===== src/rtl/i2s_transmitter.sv =====
`timescale 1ns/1ps
// I2S transmitter: AXI-Stream sample FIFO feeding a 32-bit-slot serialiser clocked by an external sck/ws.
// Define I2S_TRANSMITTER_UNDERFLOW_COUNT_EN to add the saturating 16-bit underflow_count output.
module i2s_transmitter #(
  parameter int unsigned DATA_WIDTH = 24,
  parameter int unsigned FIFO_DEPTH = 4
) (
  input  logic        clk_in,
  input  logic        rst_n_in,
  input  logic        s_axis_tvalid,
  output logic        s_axis_tready,
  input  logic [31:0] s_axis_tdata,
  input  logic        s_axis_tlast,
  input  logic        sck,
  input  logic        ws,
  output logic        sd,
  output logic        underflow
`ifdef I2S_TRANSMITTER_UNDERFLOW_COUNT_EN
  ,
  output logic [15:0] underflow_count
`endif
);

  localparam int unsigned AW = $clog2(FIFO_DEPTH);
  localparam int unsigned EW = DATA_WIDTH + 1;

  if (FIFO_DEPTH < 2 || (FIFO_DEPTH & (FIFO_DEPTH - 1)) != 0) begin : g_bad_depth
    $error("FIFO_DEPTH must be a power of 2 and at least 2");
  end
  if (DATA_WIDTH < 1 || DATA_WIDTH > 32) begin : g_bad_width
    $error("DATA_WIDTH must be in 1..32");
  end

  typedef enum logic [1:0] {
    S_IDLE,
    S_LOAD,
    S_SHIFT
  } state_e;

  // Sample FIFO
  logic [EW-1:0] mem_q [FIFO_DEPTH];
  logic [AW:0]   wr_ptr_q, wr_ptr_d;
  logic [AW:0]   rd_ptr_q, rd_ptr_d;
  logic          rdy_en_q;
  logic          full, empty, push, pop;
  logic [EW-1:0] head;
  logic [31:0]   tdata_unused;

  assign empty         = (wr_ptr_q == rd_ptr_q);
  assign full          = (wr_ptr_q[AW-1:0] == rd_ptr_q[AW-1:0]) && (wr_ptr_q[AW] != rd_ptr_q[AW]);
  assign s_axis_tready = rdy_en_q && !full;
  assign push          = s_axis_tvalid && s_axis_tready;
  assign head          = mem_q[rd_ptr_q[AW-1:0]];
  assign tdata_unused  = s_axis_tdata << DATA_WIDTH;

  always_comb begin
    wr_ptr_d = wr_ptr_q + (AW+1)'(push);
    rd_ptr_d = rd_ptr_q + (AW+1)'(pop);
  end

  always_ff @(posedge clk_in) begin
    if (push) begin
      mem_q[wr_ptr_q[AW-1:0]] <= {s_axis_tlast, s_axis_tdata[31 -: DATA_WIDTH]};
    end
  end

  always_ff @(posedge clk_in or negedge rst_n_in) begin
    if (!rst_n_in) begin
      wr_ptr_q <= '0;
      rd_ptr_q <= '0;
      rdy_en_q <= 1'b0;
    end else begin
      wr_ptr_q <= wr_ptr_d;
      rd_ptr_q <= rd_ptr_d;
      rdy_en_q <= 1'b1;
    end
  end

  // sck/ws synchronisers; sck_s3_q is the previous synchronised sck for edge detection
  logic sck_s1_q, sck_s2_q, sck_s3_q;
  logic ws_s1_q, ws_s2_q;

  always_ff @(posedge clk_in or negedge rst_n_in) begin
    if (!rst_n_in) begin
      sck_s1_q <= 1'b0;
      sck_s2_q <= 1'b0;
      sck_s3_q <= 1'b0;
      ws_s1_q  <= 1'b0;
      ws_s2_q  <= 1'b0;
    end else begin
      sck_s1_q <= sck;
      sck_s2_q <= sck_s1_q;
      sck_s3_q <= sck_s2_q;
      ws_s1_q  <= ws;
      ws_s2_q  <= ws_s1_q;
    end
  end

  // Slot FSM and serialiser
  state_e      state_q, state_d;
  logic        ws_prev_q, ws_prev_d;
  logic        ws_seen_q, ws_seen_d;
  logic [31:0] shreg_q, shreg_d;
  logic [5:0]  bit_cnt_q, bit_cnt_d;
  logic        sd_q, sd_d;
  logic        underflow_q, underflow_d;
  logic        sck_fall, boundary, head_match, slot_underflow;

  // The first falling edge after reset only records ws, so a boundary needs a real transition.
  assign sck_fall       = sck_s3_q && !sck_s2_q;
  assign boundary       = sck_fall && ws_seen_q && (ws_s2_q != ws_prev_q);
  assign head_match     = !empty && (head[EW-1] == ws_prev_q);
  assign pop            = (state_q == S_LOAD) && head_match;
  assign slot_underflow = (state_q == S_LOAD) && !head_match;

  always_comb begin
    state_d     = state_q;
    ws_prev_d   = ws_prev_q;
    ws_seen_d   = ws_seen_q;
    shreg_d     = shreg_q;
    bit_cnt_d   = bit_cnt_q;
    sd_d        = sd_q;
    underflow_d = underflow_q || slot_underflow;

    if (sck_fall) begin
      ws_prev_d = ws_s2_q;
      ws_seen_d = 1'b1;
    end

    unique case (state_q)
      S_IDLE: begin
        sd_d = 1'b0;
        if (boundary) begin
          state_d = S_LOAD;
        end
      end
      S_LOAD: begin
        shreg_d   = head_match ? (32'(head[DATA_WIDTH-1:0]) << (32 - DATA_WIDTH)) : '0;
        bit_cnt_d = '0;
        state_d   = S_SHIFT;
      end
      S_SHIFT: begin
        if (sck_fall) begin
          // A boundary edge still carries the previous slot's last bit (one-bit delay).
          if (bit_cnt_q != 6'd32) begin
            sd_d      = shreg_q[31];
            shreg_d   = {shreg_q[30:0], 1'b0};
            bit_cnt_d = bit_cnt_q + 6'd1;
          end else begin
            sd_d = 1'b0;
          end
          if (boundary) begin
            state_d = S_LOAD;
          end
        end
      end
      default: begin
        state_d = S_IDLE;
      end
    endcase
  end

  always_ff @(posedge clk_in or negedge rst_n_in) begin
    if (!rst_n_in) begin
      state_q     <= S_IDLE;
      ws_prev_q   <= 1'b0;
      ws_seen_q   <= 1'b0;
      shreg_q     <= '0;
      bit_cnt_q   <= '0;
      sd_q        <= 1'b0;
      underflow_q <= 1'b0;
    end else begin
      state_q     <= state_d;
      ws_prev_q   <= ws_prev_d;
      ws_seen_q   <= ws_seen_d;
      shreg_q     <= shreg_d;
      bit_cnt_q   <= bit_cnt_d;
      sd_q        <= sd_d;
      underflow_q <= underflow_d;
    end
  end

  assign sd        = sd_q;
  assign underflow = underflow_q;

`ifdef I2S_TRANSMITTER_UNDERFLOW_COUNT_EN
  logic [15:0] ucnt_q, ucnt_d;

  always_comb begin
    ucnt_d = ucnt_q;
    if (slot_underflow && (ucnt_q != 16'hFFFF)) begin
      ucnt_d = ucnt_q + 16'd1;
    end
  end

  always_ff @(posedge clk_in or negedge rst_n_in) begin
    if (!rst_n_in) begin
      ucnt_q <= '0;
    end else begin
      ucnt_q <= ucnt_d;
    end
  end

  assign underflow_count = ucnt_q;
`endif

endmodule


===== config.mk =====
export PLATFORM = sky130hd
export DESIGN_NAME = i2s_transmitter
export DESIGN_NICKNAME = d
export VERILOG_FILES = /design/src/rtl/i2s_transmitter.sv
export SDC_FILE = /design/constraint.sdc
export NUM_CORES = 1
export LEC_CHECK = 0
export BUFFER_PORTS_ARGS = -buffer_cell sky130_fd_sc_hd__buf_2
export CORE_UTILIZATION = 56
export CTS_CLUSTER_DIAMETER = 120
export DETAILED_ROUTE_END_ITERATION = 10
export GPL_TIMING_DRIVEN = 0
export PLACE_DENSITY = 0.75
export SYNTH_ARGS = -nofsm -noshare
export SYNTH_HDL_FRONTEND = slang
export SYNTH_SLANG_ARGS = --single-unit

===== constraint.sdc =====
create_clock -name clk_in -period 6.2 [get_ports clk_in]
set_input_delay 0.62 -clock clk_in [delete_from_list [all_inputs] [get_ports clk_in]]
set_output_delay 0.62 -clock clk_in [all_outputs]
set_load 0.005 [all_outputs]

# ---- Word-level counts from Yosys, hierarchy flattened
# Memory sizes are Yosys's and may differ from the RTL's.
# Cells that the tools add are included.
dict set report op_classes {
  n_reduce_logical 19
  add_sub_neg 3
  eq_ne 10
  muxes 15
}
# cell count
set ops {}
lappend ops {{$mux 32} 3}
lappend ops {{$pmux 32 s2} 1}
lappend ops {{$mux 6} 2}
lappend ops {{$pmux 6 s2} 1}
lappend ops {{$logic_and 1x1->1} 9}
lappend ops {{$add 3x1->3} 2}
lappend ops {{$add 6x1->6 const B} 1}
lappend ops {{$ne 6x6->1 const B} 1}
lappend ops {{$pmux 2 s3} 1}
lappend ops {{$logic_not 1->1} 4}
lappend ops {{$mux 1} 4}
lappend ops {{$mux 2} 2}
lappend ops {{$ne 2x2->1 const B} 2}
lappend ops {{$reduce_bool 2->1} 2}
lappend ops {{$eq 3x3->1} 1}
lappend ops {{$reduce_and 3->1} 1}
lappend ops {{$eq 2x1->1 const B} 1}
lappend ops {{$eq 2x2->1} 1}
lappend ops {{$eq 2x2->1 const B} 1}
lappend ops {{$logic_not 2->1} 1}
lappend ops {{$ne 1x1->1} 2}
lappend ops {{$pmux 1 s2} 1}
lappend ops {{$reduce_and 2->1} 1}
lappend ops {{$eq 1x1->1} 1}
lappend ops {{$logic_or 1x1->1} 1}
dict set report totals {
  mem_count 1
  regBits 56
  mem_bits_rw 100
  wordCells 63
  output_inout_bits 3
  in_bits 38
}
# name depth width rd rd_clocked_by_memory_dff write_ports line_no
set memory_table {}
lappend memory_table {mem_q 4 25 1 0 1 41} ;# logic [EW-1:0] mem_q [FIFO_DEPTH];

# ---- Longest topological paths before layout
# Gate-level depths: netlist of the first run.
dict set report depth {
  depth_word 7
  depth_mapped 8
  depth_no_buf 7
}

# ---- Least setup slack after synthesis of the first run
# No wires, ideal clock.
dict set report synth_path {
  path_kind {register -> register}
  start {reg rd_ptr_q[1]}
  end {mem mem_q[0][0] (netlist name) (enable)}
  synth_period_minus_slack_ns 3.379
  t_required_ns 5.756
  arrival_ns 2.935
  n_path_buf 1
  path_stages_with_launch 5
  path_slack_ns 2.821
  setup_ns 0.444
  cell_sequence {dfrtp_1 -> buf_4 -> xor2_1 -> o311a_1 -> nor3b_1}
}
dict set report synth_between {
  elab_chain_cells 7
}
# item line_no
set synth_rtl {}
lappend synth_rtl {{start, declared} 43} ;# logic [AW:0] rd_ptr_q, rd_ptr_d;
lappend synth_rtl {{start signal, assigned} 74} ;# rd_ptr_q <= rd_ptr_d;
lappend synth_rtl {{$eq 2x2->1} 50} ;# assign full = (wr_ptr_q[AW-1:0] == rd_ptr_q[AW-1:0]) && (wr_ptr_q[AW] != rd_ptr_q[AW]);
lappend synth_rtl {{$logic_and 1x1->1} 50}
lappend synth_rtl {{$logic_not 1->1} 51} ;# assign s_axis_tready = rdy_en_q && !full;
lappend synth_rtl {{$logic_and 1x1->1} 51}
lappend synth_rtl {{$logic_and 1x1->1} 52} ;# assign push = s_axis_tvalid && s_axis_tready;
lappend synth_rtl {{$mux 1} 62} ;# if (push) begin
lappend synth_rtl {{$mux 1 (implied by the code)} 63} ;# mem_q[wr_ptr_q[AW-1:0]] <= {s_axis_tlast, s_axis_tdata[31 -: DATA_WIDTH]};
lappend synth_rtl {{end, declared} 41}
# No other way between the ends.

# ---- Worst setup path in the final report of the first run
dict set report layout_path {
  start {reg rd_ptr_q[1]}
  end {mem mem_q[0][17] (netlist name) (enable)}
}
# The elaborated chain is that of the path after synthesis.

==> results.py, run 1 <==
metrics = {
    "hold_path": {
        "hold_depth": 1,
        "hold_class": "in2reg",
    },
    "floorplanning": {
        "ios": 41,
        "initial_core_util_pct": 57.8,
        "core-area_sq_um": 10300,
        "die_x_um": 105,
        "num_rows": 37,
        "fp.dieH_um": 105,
        "die-area_sq_um": 11100,
    },
    "clock_network": {
        "clk_pin_slew_ns": 0.06,
        "cts_tree": "done",
        "clockBufferDepth": 2,
        "cts_setup_buffers": 0,
        "clock_latency_ns": 0.53,
        "cts_buffers": 17,
        "clockRootBuffer": "clkbuf_8",
        "cts_resized": 0,
        "htree_levels": 4,
        "clock_sinks": 148,
        "hold_buffers": 0,
    },
    "route": {
        "drcViolationCount": 0,
        "post_drt_wl_per_cell_um": 20.7,
        "firstDrtPassIters": 4,
        "initialDrtViolationCount": 243,
        "vias": 3343,
        "vias_per_cell": 6.19,
        "drt-total-wl_um": 11200,
        "antenna_left": 0,
    },
    "placement": {
        "hpwl_um": 6750,
        "postPlaceCellArea_sq_um": 6330,
        "place_inst": 508,
        "port_buffers": 32,
        "dp_slack_ns": 3.47,
        "gp_congestion": 0.756,
    },
    "finish": {
        "final_cell_mix": "edfxtp_1 (100), dfrtp_1 (48), buf_2 (43), nor3_1 (25), mux4_2 (24)",
        "fin_cells": 540,
        "postLayoutCoreUtil_pct": 66.8,
        "fin_area_sq_um": 6890,
        "final_common_cell": "edfxtp_1",
        "area_growth_pct": 15.5,
        "diodes": 0,
        "fill_cells": 684,
        "fin_nets": 435,
        "drive_gt1_share_pct": 32.4,
    },
    "pwr": {
        "seq_power_share_pct": 41.6,
        "powerDensity_nw_per_um2": 477,
        "clkPwrFrac_pct": 29.2,
        "vdd_drop_max_uv": 278,
        "switchingPower_mw": 1.04,
        "power_leakage_nw": 2.46,
        "comb_power_share_pct": 29.2,
        "intPower_mw": 2.25,
        "total_power_mw": 3.29,
        "sw_frac_of_total_pct": 31.6,
    },
    "worst_setup_path": {
        "setup.worst_path.class": "reg2reg",
        "crit_arrival_ns": 2.96,
        "start_kind": "flip-flop",
        "cp_cell_sequence": "buf_4, xor2_1, o311a_1, nor3b_2, buf_8, buf_6",
        "critPathMaxStageDelay_ns": 0.83,
        "cp_max_fo": 9,
        "slowest_stage": "nor3b_2",
        "worstPathRequired_ns": 6.44,
        "end_kind": "flip-flop",
        "r2r_cells": 6,
    },
    "yosys": {
        "synth_top_area_share_pct": 50.3,
        "synth_edf_count": 100,
        "synthCells": 338,
        "ys_warn_count": 0,
        "synth_ff_type": "edfxtp_1",
        "syn_area_per_cell_sq_um": 17.7,
        "synth.area.top_cells": "edfxtp_1 (50%), dfrtp_1 (20%), mux4_2 (9.1%)",
        "yosys.area.top_type": "edfxtp_1",
        "ys_types": 43,
        "ys_async_sr_fraction_pct": 32.4,
        "synth_seq_area_share_pct": 70.5,
        "syn_area_sq_um": 5970,
        "syn-num-nets": 382,
        "ys_ff_latch": 148,
    },
    "timing": {
        "final.setup.worst_slack_ns": 3.48,
        "fin_skew_ns": 0.00761,
        "relSlewSlack_pct": 11.5,
        "whs_ns": 0.193,
        "fmax_ghz": 0.368,
        "fin_crit_ns": 2.72,
        "worstMarginPinSlew_ns": 1.33,
        "drv_slew": 0,
        "hold_viol_final": 0,
        "setup_violations": 0,
        "tns_ns": 0,
        "post-route-period-util_pct": 43.9,
        "rsz0062_at_grt": "no",
    },
    "global_route": {
        "grt_max_degree": 49,
        "grt_overflow": 0,
        "grt_usage_pct": 22.4,
        "grt_pass1_wl_um": 17900,
        "antenna_found_initial": 1,
        "grt_pass1_vias": 3502,
    },
    "job": {
        "cap_violations": 0,
    },
    "run_status": {
        "status": "complete, no violations",
    },
}
-- sequential cells by signal, indices dropped and copies added (netlist names), 2 cells and up --
name,count
wr_ptr_q,3
mem_q,100
state_q,2
rd_ptr_q,3
bit_cnt_q,6
shreg_q,24
-- per-layer routing --
| metal | global-route usage [%] | vias to the layer above | wire length, um |
|---|---|---|---|
| met4 | 11.5 | 0 | 200 |
| met2 | 36.1 | 125 | 5710 |
| met3 | 6.93 | 16 | 638 |
| met1 | 27.3 | 1717 | 4610 |
| met5 | 0 | - | 0 |
| li1 | - | 1485 | - |
-- worst paths after layout --
kind	endpoint	slack, ns	startpoint
setup reg to reg	mem_q[0][17]	3.48	rd_ptr_q[1]
min in group asynchronous	bit_cnt_q[5]	0.30	rst_n_in
hold / removal	sck_s1_q	0.19	sck
max in group asynchronous	sck_s3_q	5.24	rst_n_in
hold reg to reg	sck_s2_q	0.36	sck_s1_q
setup / recovery	mem_q[0][17]	3.48	rd_ptr_q[1]
-- final cells by class --
| class | count | area [sq um] | area share [%] |
|---|---|---|---|
| buffer | 21 | 130 | 1.89 |
| sequential | 148 | 4200 | 61.0 |
| multi-input combinational | 164 | 1630 | 23.6 |
| timing repair buffer | 34 | 186 | 2.71 |
| clock inverter | 13 | 134 | 1.94 |
| tap | 136 | 170 | 2.47 |
| inverter | 5 | 18.8 | 0.272 |
| clock buffer | 19 | 422 | 6.12 |
-- power by group through the flow --
| stage | Sequential, mW | Clock (mW) | Combinational [mW] |
|---|---|---|---|
| after detailed placement | 1.38 | 0 | 0.955 |
| after global placement | 1.37 | 0 | 0.915 |
| after global routing | 1.38 | 1.01 | 1.04 |
| final | 1.37 | 0.962 | 0.959 |
| after CTS | 1.37 | 0.975 | 0.964 |
| after floorplan | 1.35 | 0 | 0.731 |
-- cells by family (layout without fill, tap and decap cells) --
kind of cell               count (synthesis)  count (layout)  synth area share, %
DFF                                      148             148                 70.5
AOI/OAI and AO/OA                         71              71                 9.71
and+or+nand+nor                           52              52                 4.82
muxes                                     26              26                 9.69
buffers and inverters                     26              92                 2.50
xor gates and xnor gates                   8               8                 1.49
adders and majority gates                  6               6                 1.26
other                                      1               1               0.0629
-- synthesized netlist by cell type (all sizes together), types with 2 or more instances --
cell type,number
edfxtp,100
dfrtp,48
a21oi,29
mux4,25
nor3,25
a32oi,23
buf,17
ha,6
nor2,6
xor2,6
inv,5
o31ai,5
clkbuf,4
nand2,4
nand2b,4
or4,4
a31oi,2
and4,2
nand3,2
nor2b,2
o2bb2ai,2
o31a,2
xnor2,2
-- critical path, delay by kind of cell (launching register included) --
kind / cells / cell delay, ns
and+or+nand+nor: 1 / 0.83
buffers and inverters: 3 / 0.58
DFF: 1 / 0.39
xor gates and xnor gates: 1 / 0.31
AOI/OAI and AO/OA: 1 / 0.31
(Power assumes the default switching activity.)
==> inputs of run 2 (changes only) <==
--- a/config.mk
+++ b/config.mk
@@ -5,8 +5,9 @@
 export SDC_FILE = /design/constraint.sdc
 export NUM_CORES = 1
 export LEC_CHECK = 0
+export ABC_AREA = 1
 export BUFFER_PORTS_ARGS = -buffer_cell sky130_fd_sc_hd__buf_2
-export CORE_UTILIZATION = 56
+export CORE_UTILIZATION = 54
 export CTS_CLUSTER_DIAMETER = 120
 export DETAILED_ROUTE_END_ITERATION = 10
 export GPL_TIMING_DRIVEN = 0
==> constraint.sdc (replaced) <==
create_clock -name clk_in -period 2.49 [get_ports clk_in]
set_input_delay 0.249 -clock clk_in [delete_from_list [all_inputs] [get_ports clk_in]]
set_output_delay 0.249 -clock clk_in [all_outputs]
set_load 0.005 [all_outputs]
==> run 2 against run 1 <==
Net effect: synthesized area rose by 4.8%; fmax rose by 12%; first-iteration DRC count rose by 47%; critical path depth rose by 5; utilization fell by 0.49 points; final area rose by 6.5%; sequential power rose by 140%.
==> results.py, run 2 <==
metrics = {
    "run_status": {
        "status": "complete, no violations",
    },
    "global_route": {
        "grt_pass1_wl_um": 20800,
        "grt_overflow": 0,
        "antenna_found_initial": 1,
        "grt_pass1_vias": 4295,
        "grt_usage_pct": 23.9,
        "grt_max_degree": 49,
    },
    "route": {
        "firstDrtPassIters": 5,
        "post_drt_wl_per_cell_um": 15.5,
        "drt-total-wl_um": 12700,
        "vias": 4319,
        "initialDrtViolationCount": 358,
        "vias_per_cell": 5.27,
        "antenna_left": 0,
        "drcViolationCount": 0,
    },
    "worst_setup_path": {
        "worstPathRequired_ns": 2.62,
        "critPathCapture": "mem_q[1][14]",
        "r2r_slack_ns": 0.07,
        "r2r_cells": 11,
        "r2r_end": "mem_q[1][14]",
        "end_kind": "flip-flop",
        "r2r-start": "rd_ptr_q[0]",
        "setup.worst_path.class": "reg2reg",
        "start_kind": "flip-flop",
        "cp_max_fo": 10,
        "startpoint": "rd_ptr_q[0]",
        "crit_arrival_ns": 2.55,
    },
    "yosys": {
        "syn_area_per_cell_sq_um": 10.3,
        "synth_seq_area_share_pct": 67.3,
        "yosys.area.top_type": "edfxtp_1",
        "synthTopCellsByCount": "nor2_1 (178), nand2_1 (121), edfxtp_1 (100)",
        "syn-num-nets": 649,
        "ys_types": 30,
        "synthCells": 605,
        "ys_async_sr_fraction_pct": 32.4,
        "synth_top_area_share_pct": 48.0,
        "synth_most_common_cell": "nor2_1",
        "synth_ff_type": "edfxtp_1",
        "ys_ff_latch": 148,
        "synth.area.top_cells": "edfxtp_1 (48%), dfrtp_1 (19%), nor2_1 (11%)",
        "syn_area_sq_um": 6250,
        "ys_warn_count": 0,
        "synth_edf_count": 100,
    },
    "timing": {
        "drv_slew": 0,
        "fin_skew_ns": 0.00437,
        "hold_viol_final": 0,
        "rsz0062_at_grt": "yes",
        "relSlewSlack_pct": 27.7,
        "post-route-period-util_pct": 97.4,
        "worstMarginPinSlew_ns": 1.08,
        "fmax_ghz": 0.412,
        "fin_crit_ns": 2.42,
        "tns_ns": 0,
        "setup_violations": 0,
        "whs_ns": 0.0364,
    },
    "clock_network": {
        "clock_latency_ns": 0.42,
        "clock_sinks": 148,
        "clockRootBuffer": "clkbuf_16",
        "clk_pin_slew_ns": 0.06,
        "cts_tree": "done",
        "cts_buffers": 17,
        "htree_levels": 4,
        "clockBufferDepth": 2,
    },
    "finish": {
        "largest_reg_flops": 100,
        "area_growth_pct": 17.4,
        "postLayoutCoreUtil_pct": 66.3,
        "final_cell_mix": "nor2_1 (178), nand2_1 (121), edfxtp_1 (100), o21ai_0 (53), dfrtp_1 (48)",
        "fin_cells": 820,
        "fill_cells": 808,
        "fin_nets": 710,
        "final_common_cell": "nor2_1",
        "drive_gt1_share_pct": 18.1,
    },
    "floorplanning": {
        "die_x_um": 110,
        "initial_core_util_pct": 56.4,
        "num_rows": 38,
        "ios": 41,
        "die-area_sq_um": 12000,
        "core-area_sq_um": 11100,
        "fp.dieH_um": 110,
    },
    "job": {
        "cap_violations": 0,
    },
    "pwr": {
        "vdd_drop_max_uv": 643,
        "power_leakage_nw": 2.97,
        "powerDensity_nw_per_um2": 1190,
    },
    "placement": {
        "port_buffers": 32,
        "gp_congestion": 0.797,
        "hpwl_um": 8400,
        "place_inst": 785,
    },
    "hold_path": {
        "hold_class": "in2async",
    },
}
## run 2: changes by cell type after synthesis, moves of 5 or more
cell / previous run / this run
mux4_2: 24 / 0
nand3_1: 2 / 7
o21ai_0: 0 / 53
a21oi_2: 20 / 0
inv_1: 5 / 15
nand2_1: 4 / 121
a32oi_1: 23 / 0
nor2_2: 0 / 19
nor2_1: 6 / 178
nor3_1: 25 / 5
a21oi_1: 9 / 2
clkbuf_1: 3 / 9
## run 2: cell families (layout without fill, tap and decap cells)
family / after synthesis / count (layout) / synth area share (%)
AND/OR/NAND/NOR: 340 / 340 / 22.2
flip-flops: 148 / 148 / 67.3
AO/OA/AOI/OAI: 59 / 59 / 4.82
buffers and inverters: 45 / 119 / 3.62
adder cells (fa/ha/maj): 6 / 6 / 1.20
XOR/XNOR: 6 / 6 / 0.841
other: 1 / 2 / 0.0600
## run 2: how the worst min path moves through the flow
stage                     cells past startpoint            to             start  slack, ns
final                                         1   shreg_q[30]          rst_n_in       0.04
after global placement                        0      sck_s2_q          sck_s1_q       0.33
after detailed placement                      0      sck_s2_q          sck_s1_q       0.35
after CTS                                     1   mem_q[1][3]  s_axis_tdata[11]       0.03
after global routing                          1   mem_q[2][3]  s_axis_tdata[11]       0.03
after floorplan                               0  bit_cnt_q[0]          rst_n_in      -0.05
## run 2: what timing repair did
item	4_1_cts	5_1_grt
setup buffers	0	0
resized for setup	0	1
hold buffers	2	0
endpoints found under the setup margin	0	57
endpoints found under the hold margin	2	0
## run 2: final cells by class
cell class	instances	area, sq um	area share, %
Tap cell	140	175	2.39
Multi-Input combinational cell	412	1850	25.2
Sequential cell	148	4200	57.3
Clock buffer	17	425	5.80
Antenna cell	1	2.50	0.0341
Buffer	27	156	2.13
Timing Repair Buffer	42	270	3.68
Clock inverter	15	190	2.59
Inverter	18	70.1	0.954
## run 2: critical path, stage by stage (launching register included)
cell and delay, ns:
dfrtp_1 0.37, buf_6 0.14, inv_4 0.05, buf_6 0.14, nand2_1 0.06, nand2_1 0.08, nand2_1 0.08, o21ai_0 0.07
inv_1 0.07, nand2_1 0.17, nor3_2 0.63, buf_6 0.26
## run 2: metrics by stage
step | instance area [sq um] | total power [mW] | setup slack [ns]
finish | 7340 | 8.74 | 0.0650
global route | 7340 | 9.27 | -0.158
CTS | 7330 | 8.77 | 0.0200
detailed placement | 6700 | 6.08 | 0.0570
global placement | 6590 | 5.94 | -2.12
floorplan | 6250 | 5.29 | -0.736
## run 2: report_power, final
group / internal (mW) / leakage, nW / switching [mW] / total [mW]
Clock: 1.60 / 0.296 / 1.04 / 2.65
Sequential: 3.12 / 1.48 / 0.220 / 3.34
Combinational: 0.930 / 1.19 / 1.83 / 2.76
## run 2: per-layer routing
metal,up-vias,track usage (%),share of wire (%)
met1,2058,31.5,43
met2,121,38.8,50
met5,-,0,0
li1,2112,-,-
met4,0,11.3,2.2
met3,28,4.27,4.5
==> inputs of run 3 (changes only) <==
--- a/config.mk
+++ b/config.mk
@@ -12,6 +12,7 @@
 export DETAILED_ROUTE_END_ITERATION = 10
 export GPL_TIMING_DRIVEN = 0
 export PLACE_DENSITY = 0.75
+export RECOVER_POWER = 25
 export SYNTH_ARGS = -nofsm -noshare
 export SYNTH_HDL_FRONTEND = slang
 export SYNTH_SLANG_ARGS = --single-unit
==> run 3 against run 2 <==
Net effect: via count grew 0.12%; sequential power hardly changed; clock-buffer cell count did not move; cell count stayed put; highest routed layer unchanged.
==> results.py, run 3 (synthesized netlist as in run 2, its figures left out) <==
metrics = {
    "global_route": {
        "grt_max_degree": 49,
        "grt_pass1_wl_um": 20800,
        "grt_overflow": 0,
        "antenna_found_initial": 1,
        "grt_usage_pct": 23.9,
        "grt_pass1_vias": 4295,
    },
    "timing": {
        "drv_slew": 0,
        "whs_ns": 0.0426,
        "post-route-period-util_pct": 97.2,
        "hold_viol_final": 0,
        "fin_crit_ns": 2.42,
        "fin_skew_ns": 0.00564,
        "relSlewSlack_pct": 27.4,
        "final.setup.worst_slack_ns": 0.0692,
        "tns_ns": 0,
        "fmax_ghz": 0.413,
        "rsz0062_at_grt": "yes",
        "worstMarginPinSlew_ns": 1.09,
        "setup_violations": 0,
    },
    "placement": {
        "port_buffers": 32,
        "gp_congestion": 0.797,
        "postPlaceCellArea_sq_um": 6700,
        "place_inst": 785,
        "dp_slack_ns": 0.0570,
        "hpwl_um": 8400,
    },
    "clock_network": {
        "cts_buffers": 17,
        "htree_levels": 4,
        "clock_sinks": 148,
        "clockRootBuffer": "clkbuf_16",
        "clk_pin_slew_ns": 0.06,
        "cts_tree": "done",
        "clockBufferDepth": 2,
        "clock_latency_ns": 0.42,
        "cts_setup_buffers": 0,
    },
    "worst_setup_path": {
        "setup.worst_path.class": "reg2reg",
        "worstPathRequired_ns": 2.61,
        "end_kind": "flip-flop",
        "start_kind": "flip-flop",
        "cp_max_fo": 10,
        "crit_arrival_ns": 2.55,
    },
    "job": {
        "cap_violations": 0,
    },
    "finish": {
        "final_cell_mix": "nor2_1 (178), nand2_1 (121), edfxtp_1 (100), o21ai_0 (53), dfrtp_1 (48)",
        "fin_nets": 710,
        "fin_cells": 820,
        "final_common_cell": "nor2_1",
        "largest_reg_flops": 100,
        "drive_gt1_share_pct": 15.8,
        "fill_cells": 811,
        "ff_latch_area_sq_um": 4200,
        "area_growth_pct": 17.1,
        "fin_area_sq_um": 7320,
        "postLayoutCoreUtil_pct": 66.1,
        "multi_input_area_sq_um": 1850,
    },
    "floorplanning": {
        "fp.dieH_um": 110,
        "initial_core_util_pct": 56.4,
        "num_rows": 38,
        "die_x_um": 110,
        "core-area_sq_um": 11100,
        "die-area_sq_um": 12000,
        "ios": 41,
    },
    "route": {
        "drcViolationCount": 0,
        "initialDrtViolationCount": 359,
        "vias": 4324,
        "vias_per_cell": 5.27,
        "firstDrtPassIters": 5,
        "drt-total-wl_um": 12700,
        "post_drt_wl_per_cell_um": 15.5,
        "antenna_left": 0,
    },
    "pwr": {
        "power_leakage_nw": 2.92,
        "vdd_drop_max_uv": 643,
        "total_power_mw": 8.74,
        "powerDensity_nw_per_um2": 1190,
    },
    "run_status": {
        "status": "complete, no violations",
    },
    "hold_path": {
        "hold_class": "in2async",
    },
}
==> run 3: changes by cell type in the layout (fill, tap and decap cells not counted), sizes merged <==
cell / delta
buf: -16
clkbuf: +16
==> run 3: worst paths after layout <==
path,slack [ns],cells after the start,to,startpoint
worst max-delay path,0.07,11,mem_q[1][14],rd_ptr_q[0]
max in group asynchronous,1.79,1,shreg_q[13],rst_n_in
min in group clk_in,0.06,1,mem_q[2][17],s_axis_tdata[25]
worst min register to register,0.36,0,sck_s2_q,sck_s1_q
worst min-delay path,0.04,1,underflow,rst_n_in
worst max register to register,0.07,11,mem_q[1][14],rd_ptr_q[0]
==> run 3: worst max-delay path: stages (launching register included) <==
cell	delay [ns]
dfrtp_1	0.37
buf_6	0.14
inv_4	0.05
buf_6	0.14
nand2_1	0.06
nand2_1	0.08
nand2_1	0.08
o21ai_0	0.07
inv_1	0.07
nand2_1	0.17
nor3_2	0.63
buf_6	0.26
==> run 3: what timing repair did <==
action / 4_1_cts / 5_1_grt
endpoints found under the setup margin: 0 / 57
hold endpoints to repair: 2 / 0
hold buffers: 2 / 0
resized for setup: 0 / 1
==> run 3: where the power goes <==
group	total, mW	internal (mW)	switching, mW
sequential	3.34	3.12	0.220
combinational	2.76	0.926	1.83
clock	2.65	1.60	1.04
==> run 3: metal layers <==
metal | GRT usage (%) | wire length [um] | up-vias
met5 | 0 | 0 | -
met1 | 31.5 | 5480 | 2066
met3 | 4.27 | 568 | 23
met4 | 11.3 | 249 | 0
li1 | - | - | 2112
met2 | 38.8 | 6430 | 123
==> run 3: cell type report <==
cell class                 count  share of cell area (%)
sequential                   148                    57.4
multi-input combinational    412                    25.2
clock buffer                  17                    5.81
timing repair buffer          42                    3.42
clock inverter                15                    2.60
tap                          140                    2.39
buffer                        27                    2.14
inverter                      18                   0.957
antenna                        1                  0.0342
